<file path="src/rtl/uart_lite_pkg.sv">
// ----------------------------------------------------------------------------
// uart_lite_pkg
// Shared definitions for AXI UART Lite masters: register offsets, STAT bit
// indices, the AXI OKAY response code and the result-writer FSM states.
// No ports (package).
// ----------------------------------------------------------------------------
package uart_lite_pkg;

    // UART Lite register map (byte offsets)
    localparam logic [3:0] UART_RX_FIFO_OFFSET = 4'h0;
    localparam logic [3:0] UART_TX_FIFO_OFFSET = 4'h4;
    localparam logic [3:0] UART_STAT_OFFSET    = 4'h8;
    localparam logic [3:0] UART_CTRL_OFFSET    = 4'hC;

    // STAT register bit indices
    localparam int STAT_RX_VALID_BIT = 0;
    localparam int STAT_RX_FULL_BIT  = 1;
    localparam int STAT_TX_EMPTY_BIT = 2;
    localparam int STAT_TX_FULL_BIT  = 3;
    localparam int STAT_INTR_EN_BIT  = 4;
    localparam int STAT_OVERRUN_BIT  = 5;
    localparam int STAT_FRAME_BIT    = 6;
    localparam int STAT_PARITY_BIT   = 7;

    localparam logic [1:0] AXI_OKAY = 2'b00;

    // Longest encoded result (ASCII: two digits plus CR LF)
    localparam int MAX_RESULT_BYTES = 4;

    typedef enum logic [2:0] {
        ST_IDLE,
        ST_REQ,
        ST_STAT_AR,
        ST_STAT_R,
        ST_WR,
        ST_BRESP
    } wr_state_t;

endpackage

</file>
<file path="src/rtl/result_formatter.sv">
// ----------------------------------------------------------------------------
// result_formatter
// Combinational encoder turning a 5-bit winner ID into the byte stream sent
// to the UART. Byte 0 sits in bits [7:0] and is transmitted first.
// Build option: ASCII_RESULT_EN
//   defined   -> 4 bytes: '0'+tens, '0'+ones, CR (0x0D), LF (0x0A)
//   undefined -> 1 byte : {3'b000, winner_id}
// Ports:
//   winner_id  in  5   class ID to encode
//   bytes      out 32  encoded bytes, byte k in bits [8k+7:8k]
//   byte_count out 3   number of valid bytes (1 or 4)
// ----------------------------------------------------------------------------
module result_formatter
    import uart_lite_pkg::*;
(
    input  logic [4:0]  winner_id,
    output logic [31:0] bytes,
    output logic [2:0]  byte_count
);

`ifdef ASCII_RESULT_EN
    logic [1:0] tens;
    logic [3:0] ones;

    // IDs only reach 31, so three compares replace a divider.
    always_comb begin
        tens = 2'd0;
        ones = winner_id[3:0];
        if (winner_id >= 5'd30) begin
            tens = 2'd3;
            ones = 4'(winner_id - 5'd30);
        end else if (winner_id >= 5'd20) begin
            tens = 2'd2;
            ones = 4'(winner_id - 5'd20);
        end else if (winner_id >= 5'd10) begin
            tens = 2'd1;
            ones = 4'(winner_id - 5'd10);
        end
        bytes      = {8'h0A, 8'h0D, 4'h3, ones, 6'b001100, tens};
        byte_count = 3'(MAX_RESULT_BYTES);
    end
`else
    always_comb begin
        bytes      = {24'h000000, 3'b000, winner_id};
        byte_count = 3'd1;
    end
`endif

endmodule

</file>
<file path="src/rtl/axi_uart_result_writer.sv">
// ----------------------------------------------------------------------------
// axi_uart_result_writer
// AXI4-Lite master returning each ensemble classification result to the host
// through the UART Lite TX FIFO. For every byte it requests the shared UART
// port, polls STAT until the TX FIFO is not full, writes the byte and waits
// for the write response. bus_req is dropped for at least one cycle between
// bytes so the reader sharing the port can win arbitration.
// Build option: ASCII_RESULT_EN (see result_formatter) selects ASCII output.
// Ports:
//   m_axi_aclk, m_axi_aresetn   clock, asynchronous active-low reset
//   result_valid/result_ready   result handshake, winner_ID carries the class
//   bus_req/bus_grant           request/grant to the top-level UART arbiter
//   m_axi_aw*/w*/b*/ar*/r*      AXI4-Lite master channels
//   sent_count                  completed results (wraps)
//   axi_err                     sticky flag, any non-OKAY BRESP/RRESP
// ----------------------------------------------------------------------------
module axi_uart_result_writer
    import uart_lite_pkg::*;
#(
    parameter int              ADDR_W       = 4,
    parameter logic [ADDR_W-1:0] TX_FIFO_ADDR = ADDR_W'(UART_TX_FIFO_OFFSET),
    parameter logic [ADDR_W-1:0] STAT_ADDR    = ADDR_W'(UART_STAT_OFFSET),
    parameter int              TX_FULL_BIT  = STAT_TX_FULL_BIT,
    parameter int              CNT_W        = 16
) (
    input  logic              m_axi_aclk,
    input  logic              m_axi_aresetn,

    input  logic              result_valid,
    input  logic [4:0]        winner_ID,
    output logic              result_ready,

    output logic              bus_req,
    input  logic              bus_grant,

    output logic [ADDR_W-1:0] m_axi_awaddr,
    output logic              m_axi_awvalid,
    input  logic              m_axi_awready,

    output logic [31:0]       m_axi_wdata,
    output logic [3:0]        m_axi_wstrb,
    output logic              m_axi_wvalid,
    input  logic              m_axi_wready,

    input  logic [1:0]        m_axi_bresp,
    input  logic              m_axi_bvalid,
    output logic              m_axi_bready,

    output logic [ADDR_W-1:0] m_axi_araddr,
    output logic              m_axi_arvalid,
    input  logic              m_axi_arready,

    input  logic [31:0]       m_axi_rdata,
    input  logic [1:0]        m_axi_rresp,
    input  logic              m_axi_rvalid,
    output logic              m_axi_rready,

    output logic [CNT_W-1:0]  sent_count,
    output logic              axi_err
);

    wr_state_t   state;
    logic [31:0] fmt_bytes;
    logic [2:0]  fmt_count;
    logic [31:0] byte_buf;
    logic [2:0]  byte_cnt;
    logic [1:0]  byte_idx;
    logic [7:0]  cur_byte;
    logic        capture;
    logic        last_byte;
    logic        aw_done;
    logic        w_done;
    logic        unused_rdata;

    result_formatter u_fmt (
        .winner_id  (winner_ID),
        .bytes      (fmt_bytes),
        .byte_count (fmt_count)
    );

    // result_ready is only ever high in IDLE, so no state qualifier needed.
    assign capture   = result_valid && result_ready;
    assign cur_byte  = byte_buf[{byte_idx, 3'b000} +: 8];
    assign last_byte = (3'({1'b0, byte_idx}) + 3'd1) >= byte_cnt;

    // A channel counts as done once its valid is already low or the
    // handshake happens this cycle; AW and W may finish in any order.
    assign aw_done = !m_axi_awvalid || m_axi_awready;
    assign w_done  = !m_axi_wvalid  || m_axi_wready;

    // Only the TX full bit of STAT matters here.
    assign unused_rdata = ^m_axi_rdata;

    // Byte buffer holds data only; it is qualified by the FSM state.
    always_ff @(posedge m_axi_aclk) begin
        if (capture) begin
            byte_buf <= fmt_bytes;
        end
    end

    always_ff @(posedge m_axi_aclk or negedge m_axi_aresetn) begin
        if (!m_axi_aresetn) begin
            state         <= ST_IDLE;
            result_ready  <= 1'b0;
            bus_req       <= 1'b0;
            m_axi_awaddr  <= '0;
            m_axi_awvalid <= 1'b0;
            m_axi_wdata   <= '0;
            m_axi_wstrb   <= 4'b0000;
            m_axi_wvalid  <= 1'b0;
            m_axi_bready  <= 1'b0;
            m_axi_araddr  <= '0;
            m_axi_arvalid <= 1'b0;
            m_axi_rready  <= 1'b0;
            sent_count    <= '0;
            axi_err       <= 1'b0;
            byte_cnt      <= 3'd0;
            byte_idx      <= 2'd0;
        end else begin
            case (state)
                ST_IDLE: begin
                    if (capture) begin
                        result_ready <= 1'b0;
                        bus_req      <= 1'b1;
                        byte_cnt     <= fmt_count;
                        byte_idx     <= 2'd0;
                        state        <= ST_REQ;
                    end else begin
                        result_ready <= 1'b1;
                    end
                end

                // Entered with bus_req low between bytes: raise it one
                // cycle later so the request is visibly released.
                ST_REQ: begin
                    if (!bus_req) begin
                        bus_req <= 1'b1;
                    end else if (bus_grant) begin
                        m_axi_arvalid <= 1'b1;
                        m_axi_araddr  <= STAT_ADDR;
                        state         <= ST_STAT_AR;
                    end
                end

                ST_STAT_AR: begin
                    if (m_axi_arready) begin
                        m_axi_arvalid <= 1'b0;
                        m_axi_rready  <= 1'b1;
                        state         <= ST_STAT_R;
                    end
                end

                ST_STAT_R: begin
                    if (m_axi_rvalid) begin
                        m_axi_rready <= 1'b0;
                        if (m_axi_rresp != AXI_OKAY) begin
                            axi_err <= 1'b1;
                        end
                        if (m_axi_rdata[TX_FULL_BIT]) begin
                            m_axi_arvalid <= 1'b1;
                            state         <= ST_STAT_AR;
                        end else begin
                            m_axi_awvalid <= 1'b1;
                            m_axi_awaddr  <= TX_FIFO_ADDR;
                            m_axi_wvalid  <= 1'b1;
                            m_axi_wdata   <= {24'h000000, cur_byte};
                            m_axi_wstrb   <= 4'b0001;
                            state         <= ST_WR;
                        end
                    end
                end

                ST_WR: begin
                    if (m_axi_awready) begin
                        m_axi_awvalid <= 1'b0;
                    end
                    if (m_axi_wready) begin
                        m_axi_wvalid <= 1'b0;
                    end
                    if (aw_done && w_done) begin
                        m_axi_bready <= 1'b1;
                        state        <= ST_BRESP;
                    end
                end

                ST_BRESP: begin
                    if (m_axi_bvalid) begin
                        m_axi_bready <= 1'b0;
                        bus_req      <= 1'b0;
                        if (m_axi_bresp != AXI_OKAY) begin
                            axi_err <= 1'b1;
                        end
                        if (last_byte) begin
                            sent_count   <= sent_count + 1'b1;
                            result_ready <= 1'b1;
                            state        <= ST_IDLE;
                        end else begin
                            byte_idx <= byte_idx + 2'd1;
                            state    <= ST_REQ;
                        end
                    end
                end

                default: begin
                    state <= ST_IDLE;
                end
            endcase
        end
    end

endmodule

</file>
<file path="config.mk">
export PLATFORM = sky130hd
export DESIGN_NAME = axi_uart_result_writer
export DESIGN_NICKNAME = d
export VERILOG_FILES = /design/src/rtl/uart_lite_pkg.sv /design/src/rtl/result_formatter.sv /design/src/rtl/axi_uart_result_writer.sv
export SDC_FILE = /design/constraint.sdc
export NUM_CORES = 1
export LEC_CHECK = 0
export CAP_MARGIN = 10
export CORE_UTILIZATION = 43
export CTS_CLUSTER_DIAMETER = 30
export DETAILED_ROUTE_END_ITERATION = 10
export GPL_TIMING_DRIVEN = 0
export MAX_ROUTING_LAYER = met4
export PLACE_DENSITY = 0.86
export SLEW_MARGIN = 15
export SYNTH_ARGS = -nofsm -noshare
export SYNTH_HDL_FRONTEND = slang
export SYNTH_SLANG_ARGS = --single-unit
export TNS_END_PERCENT = 100
</file>
<file path="constraint.sdc">
create_clock -name m_axi_aclk -period 3.8 [get_ports m_axi_aclk]
set_clock_uncertainty 0.2 [all_clocks]
set_input_delay 0.38 -clock m_axi_aclk [delete_from_list [all_inputs] [get_ports m_axi_aclk]]
set_output_delay 0.38 -clock m_axi_aclk [all_outputs]
set_load 0.02 [all_outputs]
</file>
==> results of run 1 <==
-- cells in the final DEF (no fill, tap or decap), types with 5 or more instances in the layout --
| cell type | count |
|---|---|
| nand2_1 | 16 |
| inv_1 | 12 |
| conb_1 | 36 |
| nand3_1 | 15 |
| edfxtp_1 | 5 |
| xnor2_1 | 13 |
| clkdlybuf4s50_1 | 49 |
| ha_1 | 5 |
| dfrtp_1 | 37 |
| nor2_1 | 11 |
| clkbuf_8 | 5 |
| o21ai_0 | 15 |
| a21oi_1 | 8 |
| nor3_1 | 5 |
| buf_4 | 37 |
-- power by group through the flow --
stage / registers (W) / logic [W] / clock network (W)
2_1_floorplan: 0.000725 / 0.000298 / 0
3_3_place_gp: 0.000638 / 0.000615 / 0
3_5_place_dp: 0.000646 / 0.000628 / 0
4_1_cts: 0.000638 / 0.000631 / 0.000285
5_1_grt: 0.000654 / 0.000704 / 0.000302
6_report: 0.000636 / 0.000628 / 0.000281
-- cell usage after synthesis, types with 2 or more instances --
cell,count
buf_4,37
nor2_1,11
dfrtp_1,37
ha_1,5
a21o_1,3
xor2_1,2
clkbuf_1,3
nand2b_1,3
o21ai_0,15
xnor2_1,13
nand2_1,16
or2_2,2
nor3_1,5
nand3_1,15
and4_1,2
edfxtp_1,5
o211ai_1,2
and2_1,2
nand4_1,3
a311oi_4,2
and3_1,2
a21oi_1,8
inv_1,12
-- final cells by class --
| type | instances | area (µm²) |
|---|---|---|
| clock buffers | 6 | 72.57 |
| plain buffers | 41 | 294.0 |
| repair buffers | 52 | 533.0 |
| flip-flops and latches | 42 | 1076 |
| fillers | 448 | 2007 |
| clock inverters | 2 | 8.758 |
| multi-input cells | 162 | 983.4 |
| well taps | 70 | 87.58 |
| inverters | 12 | 45.04 |
-- sequential cells by signal, indices dropped and copies added, names as in the netlist, 2 cells and up --
signal,cells
state,3
byte_buf,5
m_axi_wdata,5
byte_idx,2
sent_count,16
-- metal layers --
metal / global-route usage / up-vias / routed length (µm)
met5: - / - / 0
met4: 0.05870 / 0 / 97
met3: 0.05355 / 9 / 202
met2: 0.3013 / 51 / 2211
met1: 0.2209 / 802 / 1909
li1: - / 871 / -
-- what timing repair did --
item,4_1_cts,5_1_grt
hold buffers,1,0
endpoints found under the hold margin,17,0
setup endpoints to repair,0,0
buffers inserted,0,0
resized for setup,0,0
-- worst paths after layout --
path                          startpoint              end  slack [ps]  depth (start not counted)
min in group asynchronous  m_axi_aresetn  m_axi_araddr[3]         400                          2
setup reg to reg             byte_idx[0]    sent_count[6]        1430                          6
hold / removal                   axi_err          axi_err         270                          1
setup / recovery             byte_idx[0]    sent_count[6]        1430                          6
hold reg to reg                  axi_err          axi_err         270                          1
max in group asynchronous  m_axi_aresetn   m_axi_wstrb[0]        2530                          3
-- stage by stage --
stage,util,setup slack (ps)
final,0.6071,1432
after global routing,0.6071,1295
after CTS,0.6071,1428
after detailed placement,0.5892,1446
after global placement,0.5848,1315
after floorplan,-,1625
-- cell families after synthesis --
family | Yosys count
AND/OR/NAND/NOR | 69
buffers and inverters | 53
flip-flops | 42
AO/OA/AOI/OAI | 36
XOR/XNOR | 15
adder cells (fa/ha/maj) | 5
other | 1
multiplexers | 1
==> impl_metrics.ini, run 1 <==
[clock_tree]
cts.sinks = 42
tritoncts = built
cts_made_buffers = 5
clk_latency_ps = 300
clk_pin_slew_ps = 80
clockRootBuffer = clkbuf_8
cts_max_path_buffers = 2
cts-htree-levels = 2

[floorplanning]
fp.dieH_um = 74.61
row_count = 26
die-area_um2 = 5567
initial_utilization = 0.4439
pin_count = 118
coreArea_um2 = 5107
die_x_um = 74.61

[hold_path]
min_path_type = reg -> reg

[logic_synthesis]
synth_top_area_share = 0.4084
synthMuxAreaShare = 0.004967
synthAdderAreaFrac = 0.02759
async_reset_ff_frac = 0.8810
synth_seq_cells = 42
synthCells = 222
synth_top_family_by_area = simple AND/OR/NAND/NOR gates
syn-cell-area_um2 = 2267
ys_top_cells_by_area = dfrtp_1, buf_4, edfxtp_1
synth_seq_area_share = 0.4746
yosysWarningCount = 0
synth_ff_type = dfrtp_1
synth-xor-area-share = 0.05795
synth_edf_count = 5
synth-compound-area-share = 0.1164
yosys.area_share.simple = 0.1672
ys_types = 40
synth_area_leader_cell = dfrtp_1
syn_avg_cell_area_um2 = 10.21

[timing]
fmax_mhz = 422.2
finalCritPeriodShare = 0.6232
whs_ps = 265.3
tns_ps = 0
grt_setup_unrepaired = false
setup-violations-final = 0
worst_pin_slew_ps = 531.5
hold_viol = 0
slew_viol_final = 0
slew_headroom = 0.6430
fin_crit_ps = 2368

[power_and_ir_drop]
p_int_w = 0.0009744
finalPower_w = 0.001545
p_comb_frac = 0.407
switching_power_w = 0.0005710
p_sw_frac = 0.3695
p_clk_frac = 0.182
power_density_nw_per_um2 = 498.4
seq_power_share = 0.411
leakage_nw = 1.416
vdd_ir_drop_max_mv = 0.2727

[critical_path]
cp_max_fo = 7
path_buf_inv = 1
critPathKind = reg -> reg
crit_chain = inv_1 > ha_1 > or3b_4 > a311oi_4 > nand3_1 > xnor2_1
cp-start-kind = register
crit_required_ps = 3780
cp-end-kind = register
crit_arrival_ps = 2350
crit_slowest_cell = dfrtp_1
cp_top_family = simple AND/OR/NAND/NOR gates
slowest_delay_ps = 460

[final_layout]
instances_no_fill = 387
antenna_cells = 0
drive_gt1_frac = 0.1767
synthToLayoutAreaGrowth_pct = 36.75
design_area_um2 = 3100
nets = 371

[placement]
dpl-instance-area_um2 = 3009
hpwl_mm = 3.395
dp_cells = 378
gp_congestion = 0.8152
io_buffers = 50

[grt]
grt_pass1_wl_mm = 7.472
grt_usage = 0.1848
grt_max_degree = 21
antenna_found_initial = 0
grt_pass1_vias = 1680
overflow = 0

[route]
wl_per_cell_um = 11.42
via_count = 1733
route.detailed.drc = 0
routed_wirelength_mm = 4.420
dr.pass1.iters = 4
ant_nets = 0
vias_per_cell = 4.478
first_iter_violations = 90

[job]
maxCapViolations = 0

[status]
run_status = finished clean
No activity file was read; power rests on OpenSTA's default activity.
==> inputs of run 2 (changes only) <==
Settings changed: CORE_UTILIZATION 43 to 36, PLACE_DENSITY 0.86 to 0.77.
Clock period 3.8 ns to 2 ns, I/O delays scaled along.
==> run 2 against run 1 <==
  * The flow now finishes with violations (negative setup slack)
  * Hold slack lost 54 ps
  * Die area grew 19%
  * Routed wire length increased by 6.4%
  * Combinational power is 97% higher
  * Design area grew 9.3%
  * Core utilization fell by 4.1 points
  * Cell count up 3.6%
  * Count of clock-buffer cells in the layout shrank 1
  * Global-route usage fell by 3.0 points
  * Clock power rose to 2.9 times the previous value
  * Largest power group is now combinational logic
  * Highest routed layer unchanged
==> impl_metrics.ini, run 2 (same netlist as run 1, synthesis figures left out) <==
[timing]
setup-violations-final = 16
whs_ps = 211.4
hold_viol = 0
fin_crit_ps = 2139
slew_viol_final = 0
fmax_mhz = 467.6
finalCritPeriodShare = 1.069
grt_setup_unrepaired = true
tns_ps = -1311
timing.final.ws_setup_ps = -138.8

[power_and_ir_drop]
seq_power_share = 0.372
vdd_ir_drop_max_mv = 0.7791
p_clk_frac = 0.248
p_sw_frac = 0.3479
leakage_nw = 1.593
p_int_w = 0.002130
switching_power_w = 0.001136
power_density_nw_per_um2 = 963.9
p_comb_frac = 0.380

[floorplanning]
initial_utilization = 0.3784
fp.dieH_um = 81.36
pin_count = 118
coreArea_um2 = 5991
die-area_um2 = 6619
die_x_um = 81.36
row_count = 28

[grt]
grt_max_degree = 20
grt_pass1_wl_mm = 7.665
grt_usage = 0.1551
overflow = 0
grt_pass1_vias = 1637
grt_busiest_layer = met2
use_met1 = 0.1936
antenna_found_initial = 0
met3_usage = 0.03146
grtUsageMet2 = 0.2575

[route]
first_iter_violations = 55
via_count = 1771
ant_nets = 0
vias_per_cell = 4.416
routed_wirelength_mm = 4.704
wl_per_cell_um = 11.73
dr.pass1.iters = 4
route.detailed.drc = 0

[final_layout]
antenna_cells = 0
utilization = 0.5656
nets = 380
largest_register = sent_count
largest_reg_flops = 16
design_area_um2 = 3388
final_common_cell = clkdlybuf4s50_1
top_regs = sent_count x16, byte_buf x5, m_axi_wdata x5
synthToLayoutAreaGrowth_pct = 49.45
final_cell_mix = clkdlybuf4s50_1, buf_4, conb_1, dfrtp_1, o21ai_0
drive_gt1_frac = 0.2669
instances_no_fill = 401

[critical_path]
cp_top_family = simple AND/OR/NAND/NOR gates
crit_slowest_cell = dfrtp_2
cp-end-kind = register
crit_arrival_ps = 2120
critPathKind = reg -> reg
crit_chain = buf_6 > ha_4 > or3b_4 > a311oi_4 > buf_6 > nand4_4 > xnor2_2
cp_common_cell = buf_6
slowest_delay_ps = 440
crit_required_ps = 1980
cp_max_fo = 6
cp-start-kind = register
path_buf_inv = 2

[hold_path]
min_path_type = in -> async

[placement]
dpl-instance-area_um2 = 3020
hpwl_mm = 3.469
gp_congestion = 0.8377
io_buffers = 50
dp_cells = 383

[status]
violations = negative setup slack
run_status = complete, but fails checks

[clock_tree]
cts-htree-levels = 2
clk_pin_slew_ps = 90
cts_made_buffers = 5
tritoncts = built
clockRootBuffer = clkbuf_8
clk_latency_ps = 290
cts.sinks = 42
cts_max_path_buffers = 2

[job]
maxCapViolations = 0
-- run 2: cell types whose count changed in the layout (fill, tap and decap cells not counted), moves of 3 or more --
cell,before,now
buf_4,37,41
buf_6,0,5
nand2_1,16,12
nand2_4,0,3
nand3_1,15,11
nand3_2,0,3
xnor2_1,13,9
xnor2_2,0,4
-- run 2: worst register-to-register path: cells and delay by family (launching register included) --
kind                     cells  cell delay, ps
adder cells (fa/ha/maj)      1             140
buffers and inverters        2             320
AO/OA/AOI/OAI                1             230
XOR/XNOR                     1             140
flip-flops                   1             440
AND/OR/NAND/NOR              2             550
-- run 2: per-layer routing --
layer	routed length, µm	part of all wire
met2	2357	0.50
met3	238	0.051
met4	10	0.0021
met1	2097	0.45
met5	0	0
-- run 2: final timing paths --
check                                 end  slack [ps]           from  cells after the start
min in group m_axi_aclk           axi_err         260        axi_err                      1
setup reg to reg           sent_count[14]        -140    byte_idx[0]                      7
hold / removal              sent_count[8]         210  m_axi_aresetn                      2
setup / recovery           sent_count[14]        -140    byte_idx[0]                      7
hold reg to reg                   axi_err         260        axi_err                      1
max in group asynchronous     byte_idx[0]         910  m_axi_aresetn                      3
-- run 2: power groups by stage --
stage	Sequential [W]	Clock (W)	Combinational, W
floorplan	0.00138	0	0.000567
global placement	0.00122	0	0.00118
detailed placement	0.00123	0	0.00121
CTS	0.00122	0.000834	0.00124
global route	0.00125	0.000867	0.00135
finish	0.00121	0.000810	0.00124
-- run 2: timing repair --
action / CTS / global route
hold buffers: 1 / 0
endpoints found under the setup margin: 20 / 26
resized for setup: 14 / 16
gates cloned: 0 / 0
setup buffers: 8 / 1
pin swaps: 8 / 11
hold endpoints to repair: 18 / 0
-- run 2: stage by stage --
| stage | worst slack, ps | power [W] |
|---|---|---|
| finish | -138.8 | 0.003266 |
| global route | -215.6 | 0.003472 |
| CTS | -190.9 | 0.003285 |
| detailed placement | -394.3 | 0.002437 |
| global placement | -392.8 | 0.002393 |
| floorplan | -172.7 | 0.001944 |
-- run 2: cell type report --
cell class	count	area [µm²]
well taps	75	93.84
clock inverters	3	68.82
repair buffers	61	619.3
plain buffers	41	294.0
multi-input cells	162	1121
flip-flops and latches	42	1077
fillers	513	2603
inverters	12	45.04
clock buffers	5	68.82
==> inputs of run 3 (changes only) <==
Settings changed: CAP_MARGIN 10 to default, MAX_ROUTING_LAYER met4 to default.
==> run 3 against run 2 <==
  * Core utilization is the same
  * Total power is essentially flat
  * Register-to-register slack about the same
  * Count of clock-buffer cells in the layout unchanged
  * Hold slack got worse by 2.4 ps
  * Sequential cell count unchanged
  * Critical path depth unchanged
  * The flow still finishes with violations (negative setup slack)
==> impl_metrics.ini, run 3 (same netlist as run 1, synthesis figures left out) <==
[grt]
grt_pass1_wl_mm = 7.679
grt_usage = 0.1509
antenna_found_initial = 0
overflow = 0
grt_max_degree = 20
grt_pass1_vias = 1633

[route]
first_iter_violations = 54
via_count = 1779
routed_wirelength_mm = 4.718
vias_per_cell = 4.436
route.detailed.drc = 0
ant_nets = 0
dr.pass1.iters = 4
wl_per_cell_um = 11.77

[floorplanning]
coreArea_um2 = 5991
pin_count = 118
initial_utilization = 0.3784
fp.dieH_um = 81.36
row_count = 28
die-area_um2 = 6619
die_x_um = 81.36

[final_layout]
final_common_cell = clkdlybuf4s50_1
final_cell_mix = clkdlybuf4s50_1, buf_4, conb_1, dfrtp_1, o21ai_0
seq_area_um2 = 1077
design_area_um2 = 3388
top_regs = sent_count x16, byte_buf x5, m_axi_wdata x5
antenna_cells = 0
synthToLayoutAreaGrowth_pct = 49.45
nets = 380
drive_gt1_frac = 0.2669
largest_register = sent_count
utilization = 0.5656
largest_reg_flops = 16
fill_cells = 513
multi_input_area_um2 = 1121

[clock_tree]
clockRootBuffer = clkbuf_8
cts_made_buffers = 5
cts.sinks = 42
cts-htree-levels = 2
clk_latency_ps = 290
cts_max_path_buffers = 2
tritoncts = built
clk_pin_slew_ps = 90

[power_and_ir_drop]
vdd_ir_drop_max_mv = 0.7819
p_comb_frac = 0.379
p_clk_frac = 0.248
seq_power_share = 0.372
p_sw_frac = 0.3485
p_int_w = 0.002130
power_density_nw_per_um2 = 964.9
finalPower_w = 0.003269
switching_power_w = 0.001139
leakage_nw = 1.593

[critical_path]
cp-start-kind = register
crit_required_ps = 1980
cp-end-kind = register
rr_worst_depth = 7
critPathKind = reg -> reg
crit_arrival_ps = 2120
cp_max_fo = 6
r2r_slack_ps = -140

[timing]
whs_ps = 209.0
slew_viol_final = 0
grt_setup_unrepaired = true
fmax_mhz = 466.7
fin_crit_ps = 2143
timing.final.ws_setup_ps = -142.6
finalCritPeriodShare = 1.071
setup-violations-final = 16
hold_viol = 0

[job]
maxCapViolations = 0

[placement]
hpwl_mm = 3.469
dpl-instance-area_um2 = 3020
gp_congestion = 0.8252
detailedPlace.worstSlack_ps = -394.3
io_buffers = 50

[hold_path]
min_path_type = in -> async

[status]
violations = negative setup slack
run_status = complete, but fails checks
[run 3: layout make-up]
| type | count | area share |
|---|---|---|
| plain buffers | 41 | 0.08678 |
| clock buffers | 5 | 0.02031 |
| clock inverters | 3 | 0.02031 |
| inverters | 12 | 0.01329 |
| multi-input cells | 162 | 0.3309 |
| flip-flops and latches | 42 | 0.3179 |
| well taps | 75 | 0.02770 |
| repair buffers | 61 | 0.1828 |
[run 3: per-layer routing]
layer,GRT usage,share of wire,vias up
met5,0,0,-
met4,0.03393,0.0021,0
met3,0.03371,0.054,2
met2,0.2567,0.50,50
met1,0.1936,0.45,837
li1,-,-,890
[run 3: power groups by stage]
stage / clock, W / sequential, W / combinational [W]
6_report: 0.000812 / 0.00122 / 0.00124
4_1_cts: 0.000834 / 0.00122 / 0.00124
3_5_place_dp: 0 / 0.00123 / 0.00121
3_3_place_gp: 0 / 0.00122 / 0.00118
5_1_grt: 0.000867 / 0.00125 / 0.00135
2_1_floorplan: 0 / 0.00138 / 0.000567
[run 3: per-stage QoR]
step	TNS (ps)	instances
finish	-1366	401
global route	-2587	401
CTS	-1957	400
detailed placement	-5788	383
global placement	-19070	382
floorplan	-1481	257
[run 3: worst max-delay path, stage by stage (launching register included)]
cell and delay, ps:
dfrtp_2 450, buf_6 130, ha_4 140, or3b_4 440, a311oi_4 230, buf_6 190
nand4_4 110, xnor2_2 140
[run 3: what timing repair did]
action	CTS	global route
endpoints found under the setup margin	20	26
hold endpoints to repair	18	0
buffers inserted	8	1
pin swaps	8	9
gates resized for setup	14	16
hold buffers	1	0
[run 3: path summary, 6_finish.rpt]
check                               from        endpoint
hold reg to reg                  axi_err         axi_err
setup / recovery             byte_idx[0]  sent_count[14]
setup reg to reg             byte_idx[0]  sent_count[14]
max in group asynchronous  m_axi_aresetn     byte_idx[0]
min in group m_axi_aclk          axi_err         axi_err
hold / removal             m_axi_aresetn    m_axi_wvalid
